--- src/rtl/delay_requester.sv ---
// Initiator side of the PC-stall handshake: queues stall requests, strobes the
// delay counter with delayEn/delayLen and tracks its pcEn stall/release response.
module delay_requester #(
    parameter int DEPTH       = 4,
    parameter int CNT_W       = 8,
    parameter int PULSE_W     = 2,
    parameter int ACK_TIMEOUT = 16
) (
    input  logic                       clk,
    input  logic                       rst_n,
    input  logic                       req_valid,
    input  logic [CNT_W-1:0]           req_len,
    output logic                       req_ready,
    output logic                       delayEn,
    output logic [CNT_W-1:0]           delayLen,
    input  logic                       pcEn,
    output logic                       busy,
    output logic                       done,
    output logic                       timeout_err,
    input  logic                       err_clr,
    output logic [$clog2(DEPTH+1)-1:0] pending
);

    localparam int PTR_W = (DEPTH > 1) ? $clog2(DEPTH) : 1;
    localparam int OCC_W = $clog2(DEPTH + 1);
    localparam int TMO_W = $clog2(ACK_TIMEOUT + 1);

    localparam logic [OCC_W-1:0] DEPTH_OCC  = OCC_W'(DEPTH);
    localparam logic [PTR_W-1:0] LAST_PTR   = PTR_W'(DEPTH - 1);
    localparam logic [TMO_W-1:0] PULSE_LAST = TMO_W'(PULSE_W - 1);
    localparam logic [TMO_W-1:0] ACK_LAST   = TMO_W'(ACK_TIMEOUT - 1);

    typedef enum logic [2:0] {
        IDLE,
        ISSUE,
        WAIT_LOW,
        WAIT_HIGH,
        DONE
    } state_t;

    state_t             state_q, state_d;
    logic [PTR_W-1:0]   wr_ptr_q, wr_ptr_d;
    logic [PTR_W-1:0]   rd_ptr_q, rd_ptr_d;
    logic [OCC_W-1:0]   count_q, count_d;
    logic [TMO_W-1:0]   tmo_q, tmo_d;
    logic               saw_low_q, saw_low_d;
    logic               delay_en_q, delay_en_d;
    logic [CNT_W-1:0]   delay_len_q, delay_len_d;
    logic               done_q, done_d;
    logic               busy_q, busy_d;
    logic               timeout_err_q, timeout_err_d;

    logic               push;
    logic               pop;
    logic               timeout_set;
    logic [CNT_W-1:0]   head_len;

    // Small FIFO storage: combinational head read so IDLE can latch it directly.
    logic [CNT_W-1:0]   mem_q [DEPTH];

    assign req_ready   = (count_q < DEPTH_OCC);
    assign push        = req_valid && req_ready;
    assign head_len    = mem_q[rd_ptr_q];

    assign delayEn     = delay_en_q;
    assign delayLen    = delay_len_q;
    assign done        = done_q;
    assign busy        = busy_q;
    assign timeout_err = timeout_err_q;
    assign pending     = count_q;

    always_ff @(posedge clk) begin
        if (push) begin
            mem_q[wr_ptr_q] <= req_len;
        end
    end

    always_comb begin
        state_d     = state_q;
        tmo_d       = tmo_q;
        saw_low_d   = saw_low_q;
        delay_len_d = delay_len_q;
        timeout_set = 1'b0;
        pop         = 1'b0;

        case (state_q)
            IDLE: begin
                // A stalled counter ignores strobes, so wait for pcEn before issuing.
                if ((count_q != '0) && pcEn) begin
                    delay_len_d = head_len;
                    tmo_d       = '0;
                    saw_low_d   = 1'b0;
                    state_d     = (head_len != '0) ? ISSUE : DONE;
                end
            end
            ISSUE: begin
                tmo_d = tmo_q + 1'b1;
                if (!pcEn) begin
                    saw_low_d = 1'b1;
                end
                if (tmo_q >= PULSE_LAST) begin
                    state_d = (saw_low_q || !pcEn) ? WAIT_HIGH : WAIT_LOW;
                end
            end
            WAIT_LOW: begin
                if (!pcEn) begin
                    state_d = WAIT_HIGH;
                end else if (tmo_q >= ACK_LAST) begin
                    timeout_set = 1'b1;
                    pop         = 1'b1;
                    delay_len_d = '0;
                    state_d     = IDLE;
                end else begin
                    tmo_d = tmo_q + 1'b1;
                end
            end
            WAIT_HIGH: begin
                if (pcEn) begin
                    state_d = DONE;
                end
            end
            DONE: begin
                pop         = 1'b1;
                delay_len_d = '0;
                state_d     = IDLE;
            end
            default: begin
                state_d = IDLE;
            end
        endcase
    end

    always_comb begin
        wr_ptr_d = wr_ptr_q;
        rd_ptr_d = rd_ptr_q;
        count_d  = count_q;
        if (push) begin
            wr_ptr_d = (wr_ptr_q == LAST_PTR) ? '0 : wr_ptr_q + 1'b1;
        end
        if (pop) begin
            rd_ptr_d = (rd_ptr_q == LAST_PTR) ? '0 : rd_ptr_q + 1'b1;
        end
        case ({push, pop})
            2'b10:   count_d = count_q + 1'b1;
            2'b01:   count_d = count_q - 1'b1;
            default: count_d = count_q;
        endcase
    end

    // Outputs are registered copies of the next-state decode.
    always_comb begin
        delay_en_d = (state_d == ISSUE);
        done_d     = (state_d == DONE);
        busy_d     = (state_d != IDLE);
        if (timeout_set) begin
            timeout_err_d = 1'b1;
        end else if (err_clr) begin
            timeout_err_d = 1'b0;
        end else begin
            timeout_err_d = timeout_err_q;
        end
    end

    always_ff @(posedge clk or negedge rst_n) begin
        if (!rst_n) begin
            state_q       <= IDLE;
            wr_ptr_q      <= '0;
            rd_ptr_q      <= '0;
            count_q       <= '0;
            tmo_q         <= '0;
            saw_low_q     <= 1'b0;
            delay_en_q    <= 1'b0;
            delay_len_q   <= '0;
            done_q        <= 1'b0;
            busy_q        <= 1'b0;
            timeout_err_q <= 1'b0;
        end else begin
            state_q       <= state_d;
            wr_ptr_q      <= wr_ptr_d;
            rd_ptr_q      <= rd_ptr_d;
            count_q       <= count_d;
            tmo_q         <= tmo_d;
            saw_low_q     <= saw_low_d;
            delay_en_q    <= delay_en_d;
            delay_len_q   <= delay_len_d;
            done_q        <= done_d;
            busy_q        <= busy_d;
            timeout_err_q <= timeout_err_d;
        end
    end

endmodule

--- config.mk ---
export PLATFORM = sky130hd
export DESIGN_NAME = delay_requester
export DESIGN_NICKNAME = d
export VERILOG_FILES = /design/src/rtl/delay_requester.sv
export SDC_FILE = /design/constraint.sdc
export NUM_CORES = 1
export LEC_CHECK = 0
export CORE_ASPECT_RATIO = 0.6
export CORE_MARGIN = 3
export CORE_UTILIZATION = 25
export DETAILED_ROUTE_END_ITERATION = 12
export DONT_BUFFER_PORTS = 1
export PLACE_DENSITY = 0.36
export SYNTH_ARGS = -nofsm -noshare
export SYNTH_HDL_FRONTEND = slang
export SYNTH_SLANG_ARGS = --single-unit
export TNS_END_PERCENT = 20
--- constraint.sdc ---
create_clock -name clk -period 3.5 [get_ports clk]
set_input_delay 0.875 -clock clk [delete_from_list [all_inputs] [get_ports clk]]
set_output_delay 0.875 -clock clk [all_outputs]
set_load 0.02 [all_outputs]
* Word-level counts from Yosys, hierarchy flattened *
Memories as Yosys holds them, arrays and structs flattened.
Index checks and enable logic that the tools add are counted.

word-level totals
  bits in writable memories = 32
  bits in registers = 28
  memories kept = 1
  logic and storage cells = 81
  bits of input ports = 13
  output and inout port bits = 16

memories
  memory  depth  width  read ports  clocked after memory_dff  wr ports  line  RTL
  mem_q   4      8      1           0                         1         59    logic [CNT_W-1:0] mem_q [DEPTH];

cells by class
  eq/ne operators = 15
  add/sub/neg operators = 5
  reduce and logical (&&, ||, !) cells = 16
  muxes and demuxes = 30
  order comparisons = 3

operators with widths
  cell                                                                    number
  8-bit two-way mux                                                       3
  8-bit one-hot mux with 3 select lines                                   1
  3-bit two-way mux                                                       6
  5-bit two-way mux                                                       3
  5-bit one-hot mux with 3 select lines                                   1
  3-bit one-hot mux with 4 select lines                                   1
  3-bit nonzero test                                                      4
  1-bit two-way mux                                                       10
  2-bit inequality test (second input constant)                           5
  4-bit AND reduction                                                     2
  8-bit nonzero test                                                      1
  2-bit equality test (second input constant)                             3
  3-bit by 1-bit equality test with 1-bit output (second input constant)  2
  3-bit by 2-bit equality test with 1-bit output (second input constant)  2
  3-bit equality test (second input constant)                             2
  3-bit one-hot mux with 2 select lines                                   1
  2-bit nonzero test                                                      3
  5-bit by 1-bit adder with 5-bit output (second input constant)          1
  5-bit by 1-bit >= comparator with 1-bit output (second input constant)  1
  5-bit by 4-bit >= comparator with 1-bit output (second input constant)  1
  2-bit by 1-bit adder with 2-bit output (second input constant)          2
  2-bit two-way mux                                                       2
  1-bit one-hot mux with 2 select lines                                   2
  3-bit by 1-bit adder with 3-bit output (second input constant)          1
  other kinds (8)                                                         9

* Longest topological paths before layout *
  word-level depth = 6
  depth in mapped cells = 11
  gate-level depth less buffers = 11

* Worst setup path after synthesis *
OpenSTA, ideal clock, no wires.

  path kind = register to register
  start point = register tmo_q[0]
  end point = register count_q[1] (netlist: pending[1])
  path buffers = 0
  slack = 1.012 ns
  required time = 3.417 ns
  cell stages (with the launch flop) = 10
  library setup time = 0.083 ns
  data arrival time = 2.405 ns
  clock period less this slack = 2.488 ns
  cell sequence = dfrtp_1 > ha_1 > and3_1 > ha_1 > o31ai_1 > a21oi_1 > ha_1 > inv_1 > fa_1 > o21ai_0

between the ends
  cells in the longest elaborated chain, start to end = 6
  elaborated cells on any way between the ends = 8
  those cells by class = 1 x order compare; 2 x eq/ne; 4 x mux; 1 x reduce/logical

ends and longest elaborated chain
  item                                                                                   line  RTL
  start, declared                                                                        45    logic [TMO_W-1:0] tmo_q, tmo_d;
  start signal, assigned                                                                 182   tmo_q <= tmo_d;
  5-bit by 4-bit >= comparator with 1-bit output *                                       108   end else if (tmo_q >= ACK_LAST) begin
  1-bit two-way mux *                                                                    108
  1-bit two-way mux *                                                                    106   if (!pcEn) begin
  1-bit one-hot mux with 2 select lines *                                                86    case (state_q)
  named net pop                                                                          54    logic pop;
  2-bit by 1-bit equality test with 1-bit output or 2-bit equality test (tied branches)  143   case ({push, pop})
  3-bit one-hot mux with 2 select lines or 2-bit nonzero test (tied branches)            -
  end signal, assigned                                                                   181   count_q <= count_d;
  end, declared                                                                          44    logic [OCC_W-1:0] count_q, count_d;

Mark *: on every way through the listed nets, which the timed path passes. The rest lies on a longest branch.
A chain may end at the register's enable or synchronous reset.

* Worst setup path in the final report *
  start point = register tmo_q[0]
  end point = register count_q[2] (netlist: pending[2])

Same word-level chain as after synthesis.

==> run summary <==
By area, the combinational part of the netlist is dominated by multiplexers. The post-synthesis share of cell area spent on xor and xnor gates is 0.00952. The mean routed wirelength per cell is around 17 um. TritonCTS built the clock tree.

The run finished with clean final reports. The share of layout cells above drive strength 1 came out at 0.159. The tightest hold margin is between 200 and 250 ps. For this run, design rule violations remaining after detail routing come to 0. The wire-length estimate of the detail-placed layout is around 4100 um. The number of hold-slack violations in the final timing report came out at 0.

The warning count from the yosys run is 0. The library cell contributing the largest single delay on the critical path is dfrtp_1. The antenna cell count came out at 0. For the final routed database, the setup TNS stands at 0 ps. Of the total synthesized cell area, the portion taken by AND, OR, NAND and NOR gates is 0.107. The final setup violation count came out at 0. The number of buffer and inverter instances along the worst setup path is 1. The total power of the final layout is between 2 and 3 mW. The number of cells on the worst reg-to-reg path is 11.

The register bit count reported by yosys is 60. The number of detailed-routing iterations run before antenna repair came out at 4. The TritonCTS sink count is 60. The area fraction in compound gates after synthesis came to 0.0775.

During placement, the flow inserted port buffers numbering 0. The worst-margin pin slew is about 640 ps. The die is around 140 um wide. The delay of the slowest cell on the worst path is 440 ps. The cell sitting at the root of the clock tree is a clkbuf_16.

For this run, the register share of the synthesized area comes to 0.602. The analysis attributes to cell leakage a power of 1.24 nW. The final cell count without fillers is roughly 350. Wires add up to between 5000 and 6000 um. The via count came out at about 1600.

The share of synthesized area spent on multiplexers is 0.117. The die is ~87 um tall. The signal arrival time at the worst endpoint is ~2900 ps. The initial standard-cell utilization of the core came out at 0.259.

The endpoint of the most critical register-to-register path is pending[2]. The global-route wire length before repair is 9540 um. The maximum operating frequency is 372 MHz.

The proportion of synthesized flip-flops having asynchronous set or reset is 0.467. The setup slack of the worst register-to-register path came out at 810 ps. The cell area after synthesis came out at between 2000 and 3000 sq um. The count of instances resized after the clock tree is built came out at 0. In this run, the number of DRC markers left after iteration 0 of detailed routing was 54. The via count of the first global-routing pass came out at ~1600.

The area of all placed cells without fillers is between 3000 and 4000 sq um. Walking the worst path, the cells encountered are ha_1 > and3_1 > ha_1 > o31ai_1 > a21oi_1 > ha_1 > inv_1 > fa_1 > xor2_1 > nor2_1 > xnor2_1. Of the total synthesized cell area, the portion taken by full adders, half adders and majority gates is 0.0481. The maximum root-to-sink buffer count came out at 2. The final clock skew is 6.01 ps. The insertion delay of the later-clocked pin in the worst-skew pair is around 330 ps. The startpoint identified for the worst register-to-register timing path is tmo_q[0].

In this run the cell area measured after placement is a little under 3000 sq um. The cell count after placement came out at around 340. The final global-route overflow total came out at 0.

After detailed routing, the number of vias per cell comes to ~4.4. In the synthesized netlist, the number of instances is ~200. The worst setup path is of the reg2reg kind. The gate family responsible for the most delay along the worst path is adder cells.

Once detail routing completed, the nets flagged for antenna violations numbered 0. After clock tree synthesis, the clock-pin slew on the worst setup and hold paths is roughly 60 ps. The number of distinct standard cells referenced by the synthesized netlist is 50. The number of buffers inserted by post-CTS setup repair came out at 0. The number of antenna violations at the first check in global routing was 0. Setup repair after global routing left no endpoint under its margin. The net count of the finished layout is around 230. The headroom to the max-slew limit is 0.575. The number of buffers inserted by hold repair at cts came out at 0. Fill cells in the final layout number around 1100. In the global route stage, overall resource usage came out at 0.105. The peak supply drop is 0.343 mV. STA classifies the critical path endpoint as a flop. The largest net degree at the start of global routing is 29. The worst setup path is launched from a flop.

The total area inside the core boundary comes to ~11000 sq um. Among the stages of the critical path, the cell type that occurs most often is ha_1. The area of the die came out at 12400 sq um. The synthesized design contains 32 enable-type register cells. After floorplanning, the core was divided into 29 placement rows. The placer congestion estimate is between 0.6 and 0.7.

The area added between synthesis and finish came out at 17.0%. The power per unit of standard cell area is just over 900 nW/um^2. 29 I/O pins were placed. The shortest period the worst path allows is between 2000 and 3000 ps. The final period utilization is 0.767. The max capacitance violation total came out at 0. The final number of max-transition violations is 0. When the netlist entered floorplanning its net count stood at around 230. TritonCTS created 9 clock buffers. The largest driver fanout on the critical path is 6. Among all flip-flop cells after synthesis, the most frequent one is edfxtp_1. The H-tree was split into 3 levels.

The average instance in the mapped netlist occupies ~14 sq um. The worst hold path belongs to the class in2async. The worst endpoint required time came out at 3750 ps.
cells by family (layout without fill, tap and decap cells):
logic type | Yosys count | in the layout
simple gates | 52 | 52
flops | 60 | 60
buf+inv | 26 | 38
fa+ha+maj | 10 | 10
mux | 21 | 21
xor+xnor | 3 | 3
compound gates | 30 | 30
worst reg2reg max path, stage by stage, from the launching register on:
cell and delay (ps):
dfrtp_1 440, ha_1 260, and3_1 180, ha_1 200, o31ai_1 110, a21oi_1 340
ha_1 260, inv_1 60, fa_1 370, xor2_1 150, nor2_1 110, xnor2_1 130
cell type report:
| class | instances | area [sq um] | area share |
|---|---|---|---|
| well taps | 139 | 174 | 0.0538 |
| repair buffers | 1 | 7.51 | 0.00232 |
| multi-input cells | 116 | 992 | 0.307 |
| flip-flops and latches | 60 | 1660 | 0.514 |
| inverters | 21 | 78.8 | 0.0244 |
| clock buffers | 9 | 225 | 0.0697 |
| clock inverters | 7 | 91.3 | 0.0283 |
power breakdown:
| group | leakage [nW] | internal, mW | total [mW] | switching (mW) |
|---|---|---|---|---|
| clock | 0.145 | 0.618 | 0.930 | 0.312 |
| combinational | 0.451 | 0.364 | 0.789 | 0.425 |
| sequential | 0.640 | 0.931 | 1.23 | 0.304 |
cell usage after synthesis, types with 2 or more instances:
library cell	count	area share
o21ai_1	2	0.0036
o21ai_0	4	0.0073
mux2i_1	9	0.033
nand3_1	2	0.0036
nand2_1	15	0.020
mux4_1	2	0.019
o22ai_1	2	0.0045
or3_1	2	0.0045
xnor2_1	2	0.0063
edfxtp_1	32	0.35
nor2b_1	4	0.0091
mux2_2	4	0.016
nor4_1	2	0.0045
nand2b_1	2	0.0045
o21bai_1	2	0.0054
and2_1	5	0.011
mux4_2	6	0.049
a221o_1	2	0.0073
a21oi_1	5	0.0091
inv_1	21	0.029
and3_1	2	0.0045
ha_1	9	0.041
nor2_1	10	0.014
dfrtp_1	28	0.25
clkbuf_1	3	0.0041
cell usage in the layout, fill, tap and decap left out, types with 2 or more instances in the layout:
master      count
a21oi_1         5
a221o_1         2
and2_1          5
and3_1          2
bufinv_16       2
clkbuf_16       9
clkinvlp_4      3
dfrtp_1        28
edfxtp_1       32
ha_1            9
inv_1          21
mux2_2          4
mux2i_1         9
mux4_1          2
mux4_2          6
nand2_1        15
nand2b_1        2
nand3_1         2
nor2_1         10
nor2b_1         4
nor4_1          2
o21ai_0         4
o21ai_1         2
o21bai_1        2
o22ai_1         2
or3_1           2
xnor2_1         2
through the flow:
stage | util | setup slack [ps]
2_1_floorplan | - | 1010
6_report | 0.303 | 815
4_1_cts | 0.303 | 775
5_1_grt | 0.303 | 565
3_3_place_gp | 0.273 | 782
3_5_place_dp | 0.273 | 736
flip-flops by register name, indices dropped and copies added, names as in the netlist:
register,cells
busy,1
delayEn,1
delayLen,8
done,1
mem_q,32
pending,3
rd_ptr_q,2
saw_low_q,1
state_q,3
timeout_err,1
tmo_q,5
wr_ptr_q,2
worst max-delay path by stage:
stage	depth (start not counted)	endpoint	startpoint	slack, ps
global route	11	pending[2]	tmo_q[0]	560
floorplan	9	pending[1]	tmo_q[0]	1010
global placement	9	pending[2]	pcEn	780
CTS	11	pending[2]	tmo_q[0]	780
finish	11	pending[2]	tmo_q[0]	810
detailed placement	9	pending[2]	pcEn	740
per-layer routing:
| layer | track usage | vias up | routed length, um |
|---|---|---|---|
| li1 | - | 751 | - |
| met1 | 0.152 | 766 | 3120 |
| met2 | 0.133 | 31 | 2290 |
| met3 | 0.0439 | 9 | 339 |
| met4 | 0.0444 | 0 | 105 |
| met5 | 0 | - | 0 |
Note: power is estimated with default switching activity, not from simulation.
